## src/rtl/safe_lock_pkg.sv

```systemverilog
// Shared types and constants for the safe-lock datapath (p2s/s2p word width, s2p output state).
package safe_lock_pkg;

  typedef enum logic {EMPTY, FULL} s2p_state_t;

  localparam int unsigned LOCK_WORD_W = 8;

endpackage

```

## src/rtl/s2p.sv

```systemverilog
// Serial-to-parallel deserializer: collects N bits LSB first and hands each word to a
// ready/valid parallel port through a one-word holding register.
module s2p
  import safe_lock_pkg::*;
#(
  parameter int unsigned N = LOCK_WORD_W
) (
  input  logic         clk,
  input  logic         rstn,
  input  logic         ser_valid,
  input  logic         ser_data,
  output logic         ser_ready,
  output logic         par_valid,
  output logic [N-1:0] par_data,
  input  logic         par_ready
);

  localparam int unsigned N_BITS = (N > 1) ? $clog2(N) : 1;
  localparam logic [N_BITS-1:0] CntLast = N_BITS'(N - 1);

  logic [N-1:0]      sreg_q, sreg_d;
  logic [N-1:0]      par_q, par_d;
  logic [N_BITS-1:0] cnt_q, cnt_d;
  s2p_state_t        state_q, state_d;

  logic last_bit;
  logic ser_fire;
  logic par_fire;
  logic complete;

  assign last_bit  = (cnt_q == CntLast);
  assign par_valid = (state_q == FULL);
  assign par_data  = par_q;
  // Only the final bit of a word can stall, and only if the held word is not leaving now.
  assign ser_ready = !(last_bit && (state_q == FULL) && !par_ready);
  assign ser_fire  = ser_valid && ser_ready;
  assign par_fire  = par_valid && par_ready;
  assign complete  = ser_fire && last_bit;

  always_comb begin
    sreg_d  = sreg_q;
    cnt_d   = cnt_q;
    par_d   = par_q;
    state_d = state_q;
    if (ser_fire) begin
      sreg_d = {ser_data, sreg_q[N-1:1]};
      cnt_d  = last_bit ? '0 : cnt_q + N_BITS'(1);
      if (last_bit) begin
        par_d = sreg_d;
      end
    end
    case (state_q)
      EMPTY: begin
        if (complete) begin
          state_d = FULL;
        end
      end
      FULL: begin
        if (par_fire && !complete) begin
          state_d = EMPTY;
        end
      end
      default: state_d = EMPTY;
    endcase
  end

  always_ff @(posedge clk) begin
    if (!rstn) begin
      sreg_q  <= '0;
      par_q   <= '0;
      cnt_q   <= '0;
      state_q <= EMPTY;
    end else begin
      sreg_q  <= sreg_d;
      par_q   <= par_d;
      cnt_q   <= cnt_d;
      state_q <= state_d;
    end
  end

endmodule

```

## config.mk

```make
export PLATFORM = sky130hd
export DESIGN_NAME = s2p
export DESIGN_NICKNAME = d
export VERILOG_FILES = /design/src/rtl/safe_lock_pkg.sv /design/src/rtl/s2p.sv
export SDC_FILE = /design/constraint.sdc
export NUM_CORES = 1
export LEC_CHECK = 0
export CAP_MARGIN = 20
export CELL_PAD_IN_SITES_DETAIL_PLACEMENT = 0
export CELL_PAD_IN_SITES_GLOBAL_PLACEMENT = 1
export CORE_MARGIN = 5
export CORE_UTILIZATION = 40
export CTS_BUF_LIST = sky130_fd_sc_hd__clkbuf_16
export DETAILED_ROUTE_END_ITERATION = 8
export PLACE_DENSITY = 0.78
export SYNTH_ARGS = -nofsm -noshare
export SYNTH_HDL_FRONTEND = slang
export SYNTH_SLANG_ARGS = --single-unit
export TNS_END_PERCENT = 30
```

## constraint.sdc

```tcl
create_clock -name clk -period 2.3 [get_ports clk]
set_input_delay 0.46 -clock clk [delete_from_list [all_inputs] [get_ports clk]]
set_output_delay 0.46 -clock clk [all_outputs]
set_load 0.01 [all_outputs]
```

==> impl_results.md, run 1 <==
* Seq/Total Area, Yosys at 0.490
* Antenna Cells at 0
* Setup bufs post-CTS at 0
* YS warnings at 0
* DR vias at 582
* Mean post-synth cell area at around 9.9 sq um
* Synth top area share at 0.490
* Worst endpoint required time at roughly 1800 ps
* H-tree Lvls at 1
* Final #Nets at 101
* Crit. End Element: output port
* Worst R2R Path Depth at 5
* Reg-to-Reg Start: cnt_q[0]
* Status: completed
* Core area at 1900 sq um
* DP Cell Count at ~120
* Crit path capture: ser_ready
* Count leader, synth: dfxtp_1
* Die Area at ~3000 sq um
* Initial core utilization at 0.408
* First drt pass iteration count at 3
* FF-to-FF End: cnt_q[1]
* Finished Layout Cells at 120
* Post-synth EDFFs at 0
* Clock skew at approximately 1.7 ps
* Arrival time at the worst endpoint at 1720 ps
* P&R area growth vs syn at 30.3%
* VDD IR max at 0.396 mV
* FMAX at 458 MHz
* First-pass GRT wire length at between 2 and 3 mm
* DP HPWL at about 1 mm
* Num Clock Sinks at 19
* Worst R2R Setup Slack at about 860 ps
* Top cells by area, synth: dfxtp_1, mux2i_1, a21boi_1
* Multi-input gate area at around 370 sq um
* Setup TNS at 0 ps
* Final ANT Viol Nets at 0
* Final wirelength at between 1 and 1.5 mm
* 1st-iter DRT viols at 10
* Hold Slack at 462 ps
* Design Power at between 0.7 and 0.8 mW
* Min Clock Period, post-route at roughly 2200 ps
* Worst-Skew Late Latency at around 240 ps
* Routability congestion estimate at about 0.73
* RSZ-0062 raised after global routing: false
* Worst setup SP type: flop
* Drt via density at 4.85
* Period utilization at 0.949
* Clock slew at reported path FFs at ~50 ps
* Net count after synthesis at between 80 and 90
* Post-cts sizing count at 0
* Worst-case clock buffer depth at 2
* Pins Over Slew Limit at 0
* Num CTS Buffers at 3
* PortBufs at 14
* Register area at around 380 sq um
* GRT Resource Usage Total at 0.119
* Largest net degree at the start of global routing at 18
* Root Buffer: clkbuf_16
* # IOs at 15
* Cell Area, Synth at slightly below 800 sq um
* Ys flop type: dfxtp_1
* Async set or reset register ratio after synthesis at 0
* Final setup viols at 0
* Die Height at ~54 microns
* Hold Crit Class: reg2reg
* Synth area leader: dfxtp_1
* Antenna violations before repair at 0
* Wire per inst at ~12 microns
* Leakage power figure at roughly 0.39 nW
* Crit path kind: reg2out
* CTS tree: yes
* Cell Pwr Density at approximately 700 nW/um^2
* Die W at 54.0 microns
* Share of cells above drive strength 1 at 0.0753
* Synth Register Bits at 19
* Worst-Margin Slew at about 330 ps
* Syn Inst Count at a little under 80
* Num rows at 16
* Fillers at ~180
* Synth top cells by count: dfxtp_1, nand2_1
* DRC errors left at 0
* Congestion Overflow GR at 0
* Slew margin rel. at 0.777
* Max Cap Violations at 0
* Count of cell types in the netlist at 19
* Critical path fanouts, max at 5
* Critical Path Start: cnt_q[0]
* Vias in the first global route at 572
* Final hold viol count at 0
* CTS Hold Bufs at 0
## layer usage
| layer | GRT usage | part of all wire |
|---|---|---|
| met5 | 0 | 0 |
| met4 | 0.0373 | 0.0049 |
| met3 | 0.0360 | 0.042 |
| met2 | 0.190 | 0.45 |
| met1 | 0.154 | 0.50 |
## final cells by class
class	instances	share of cell area
sequential	19	0.376
multi-input combinational	55	0.366
timing repair buffer	15	0.146
clock buffer	3	0.0743
tap	27	0.0334
clock inverter	1	0.00371
## flip-flops by register name (all words and copies together), names as in the netlist
signal and cells:
par_valid 1, sreg_q 7, cnt_q 3, par_data 8
## critical path, cell delays in order, from the launching register on
cell,delay [ps]
dfxtp_1,320
ha_1,200
ha_1,230
nand3b_1,170
clkdlybuf4s50_1,560
## logic make-up (layout without fill, tap and decap cells)
family | Yosys count | after routing | synth area share
adders and majority gates | 2 | 2 | 0.0323
AOI/OAI and AO/OA | 19 | 19 | 0.161
and+or+nand+nor | 26 | 26 | 0.181
DFF | 19 | 19 | 0.490
buffers and inverters | 4 | 19 | 0.0323
muxes | 8 | 8 | 0.103
## worst min path at each step
stage,start,endpoint,slack (ps),cells past startpoint
2_1_floorplan,sreg_q[1],sreg_q[1],440,2
3_3_place_gp,sreg_q[1],sreg_q[1],450,2
3_5_place_dp,sreg_q[1],sreg_q[1],450,2
4_1_cts,sreg_q[1],sreg_q[1],460,2
5_1_grt,cnt_q[2],cnt_q[2],500,2
6_report,sreg_q[1],par_data[0],460,2
## cell usage in the layout, fill, tap and decap left out
| master | count |
|---|---|
| and2_1 | 1 |
| a21boi_1 | 8 |
| clkdlybuf4s50_1 | 14 |
| nand2_4 | 1 |
| clkbuf_16 | 3 |
| a31o_2 | 2 |
| inv_1 | 1 |
| nor4bb_1 | 1 |
| mux2i_1 | 8 |
| ha_1 | 2 |
| nand2_1 | 11 |
| and4b_1 | 1 |
| nand3b_1 | 1 |
| dfxtp_1 | 19 |
| buf_4 | 1 |
| and2b_1 | 1 |
| nand2b_1 | 1 |
| o21ai_0 | 8 |
| nand3_1 | 8 |
| a21boi_0 | 1 |
## stage by stage
stage / utilization / worst slack (ps) / area [sq um]
final: 0.532 / 117 / 1010
after CTS: 0.532 / 110 / 1010
after detailed placement: 0.490 / 166 / 932
after global placement: 0.490 / 176 / 932
after floorplan: - / 892 / 776
after global routing: 0.532 / 42.0 / 1010
## where the power goes
group / total, mW / internal [mW] / switching (mW) / leakage (nW)
logic: 0.0341 / 0.0190 / 0.0150 / 0.192
registers: 0.338 / 0.335 / 0.00313 / 0.154
clock network: 0.338 / 0.230 / 0.108 / 0.0423
Note: power is estimated with default switching activity, not from simulation.
==> run 2: changes to the inputs <==
--- a/config.mk
+++ b/config.mk
@@ -12,7 +12,7 @@
 export CORE_UTILIZATION = 40
 export CTS_BUF_LIST = sky130_fd_sc_hd__clkbuf_16
 export DETAILED_ROUTE_END_ITERATION = 8
-export PLACE_DENSITY = 0.78
+export PLACE_DENSITY = 0.81
 export SYNTH_ARGS = -nofsm -noshare
 export SYNTH_HDL_FRONTEND = slang
 export SYNTH_SLANG_ARGS = --single-unit
==> impl_results.md, run 2 (synthesized netlist as in run 1, its figures left out) <==
* Status: completed
* Die W at roughly 54 microns
* DP HPWL at 1.06 mm
* Core area at 1900 sq um
* Num rows at 16
* Vias in the first global route at just under 600
* Reg-to-Reg Start: cnt_q[0]
* Clock slew at reported path FFs at around 50 ps
* Met2 Use GR at 0.194
* Setup bufs post-CTS at 0
* 1st-iter DRT viols at 7
* Crit path capture: ser_ready
* CTS tree: yes
* Worst slack, placed at 169 ps
* GR peak layer: met2
* Root Buffer: clkbuf_16
* Antenna Cells at 0
* # IOs at 15
* PortBufs at 14
* Setup ws final at 113 ps
* DP Cell Count at approximately 120
* Largest stage delay on the critical path at 560 ps
* Met3 Resource Use GR at 0.0249
* Commonest cells after routing, fill and taps aside: dfxtp_1, clkdlybuf4s50_1, nand2_1
* DR vias at 589
* Finished Layout Cells at 120
* Max Cap Violations at 0
* Critical path fanouts, max at 5
* Crit-path slowest cell: clkdlybuf4s50_1
* Arrival time at the worst endpoint at 1730 ps
* Die Area at 2920 sq um
* Slew margin rel. at 0.698
* DRC errors left at 0
* Crit path kind: reg2out
* Clock skew at between 2 and 3 ps
* Most frequent cell on the critical path: ha_1
* Post-cts sizing count at 0
* Initial core utilization at 0.408
* Final setup viols at 0
* Die Height at ~54 microns
* CTS Hold Bufs at 0
* Antenna violations before repair at 0
* H-tree Lvls at 1
* Setup TNS at 0 ps
* Worst R2R Path Depth at 5
* Critical Path Start: cnt_q[0]
* Most common cell after layout, fill and taps aside: dfxtp_1
* Finished Core Util at 0.532
* Hold Crit Class: reg2reg
* Drt via density at a little under 5
* Share of cells above drive strength 1 at 0.0860
* Worst setup SP type: flop
* First drt pass iteration count at 4
* Worst R2R Setup Slack at approximately 860 ps
* Final #Nets at a little over 100
* Num CTS Buffers at 3
* Final wirelength at 1.48 mm
* FMAX at around 460 MHz
* Min Clock Period, post-route at about 2200 ps
* Leakage power figure at between 0.3 and 0.4 nW
* Crit. End Element: output port
* P&R area growth vs syn at 30.5%
* Congestion Overflow GR at 0
* First-pass GRT wire length at approximately 2.6 mm
* Max FFs per register at 8
* Num Clock Sinks at 19
* Worst-Skew Late Latency at 250 ps
* GRT Resource Usage Total at 0.122
* Worst endpoint required time at around 1800 ps
* Final ANT Viol Nets at 0
* Cell Pwr Density at about 720 nW/um^2
* Period utilization at 0.951
* Worst-Margin Slew at 452 ps
* Met1 usage at 0.151
* Worst-case clock buffer depth at 2
* Fillers at 183
* Final hold viol count at 0
* Routability congestion estimate at 0.707
* Crit path cell chain: ha_1 -> ha_1 -> nand3b_1 -> clkdlybuf4s50_1
* Pins Over Slew Limit at 0
* RSZ-0062 raised after global routing: false
* Largest net degree at the start of global routing at 16
* VDD IR max at around 0.36 mV
* Wire per inst at 12.4 microns
* FF-to-FF End: cnt_q[1]
==> run 2: changes by cell type in the layout (fill, tap and decap cells not counted) <==
cell / before / now
clkinv_2: 0 / 1
inv_1: 1 / 0
==> run 2: power by group <==
part | internal [mW] | switching [mW] | leakage (nW)
combinational | 0.0188 | 0.0152 | 0.192
sequential | 0.335 | 0.00340 | 0.154
clock | 0.233 | 0.121 | 0.0409
==> run 2: worst max-delay path, delay by kind of cell (launching register included) <==
| kind | cells | cell delay [ps] |
|---|---|---|
| flip-flops | 1 | 320 |
| adder cells (fa/ha/maj) | 2 | 430 |
| AND/OR/NAND/NOR | 1 | 170 |
| buffers and inverters | 1 | 560 |
==> run 2: worst min-delay path by stage <==
stage	start	endpoint	slack, ps	depth (start not counted)
floorplan	sreg_q[1]	sreg_q[1]	440	2
global placement	sreg_q[1]	sreg_q[1]	450	2
detailed placement	sreg_q[1]	sreg_q[1]	460	2
CTS	sreg_q[1]	par_data[0]	470	2
global route	sreg_q[1]	sreg_q[1]	480	2
finish	sreg_q[6]	par_data[5]	470	2
==> run 2: per-stage QoR <==
stage	power, mW	instance area, sq um	hold WS, ps
final	0.726	1010	467
after global routing	0.748	1010	482
after CTS	0.733	1010	472
after detailed placement	0.379	932	461
after global placement	0.379	932	449
after floorplan	0.365	776	438
==> run 2: layer usage <==
layer	vias up	share of wire
met5	-	0
met4	0	0.032
met3	5	0.054
met2	16	0.45
met1	263	0.46
li1	305	-
==> run 2: final cells by class <==
| class | count | area, sq um | area share |
|---|---|---|---|
| flip-flops and latches | 19 | 380 | 0.376 |
| well taps | 27 | 33.8 | 0.0334 |
| clock inverters | 1 | 5.00 | 0.00494 |
| clock buffers | 3 | 75.1 | 0.0742 |
| multi-input cells | 55 | 370 | 0.366 |
| repair buffers | 15 | 148 | 0.146 |
==> run 3: changes to the inputs <==
--- a/config.mk
+++ b/config.mk
@@ -13,6 +13,7 @@
 export CTS_BUF_LIST = sky130_fd_sc_hd__clkbuf_16
 export DETAILED_ROUTE_END_ITERATION = 8
 export PLACE_DENSITY = 0.81
+export SLEW_MARGIN = 20
 export SYNTH_ARGS = -nofsm -noshare
 export SYNTH_HDL_FRONTEND = slang
 export SYNTH_SLANG_ARGS = --single-unit
==> results of run 3 <==
No change in the layout: final DEF, timing and power equal those of run 2.
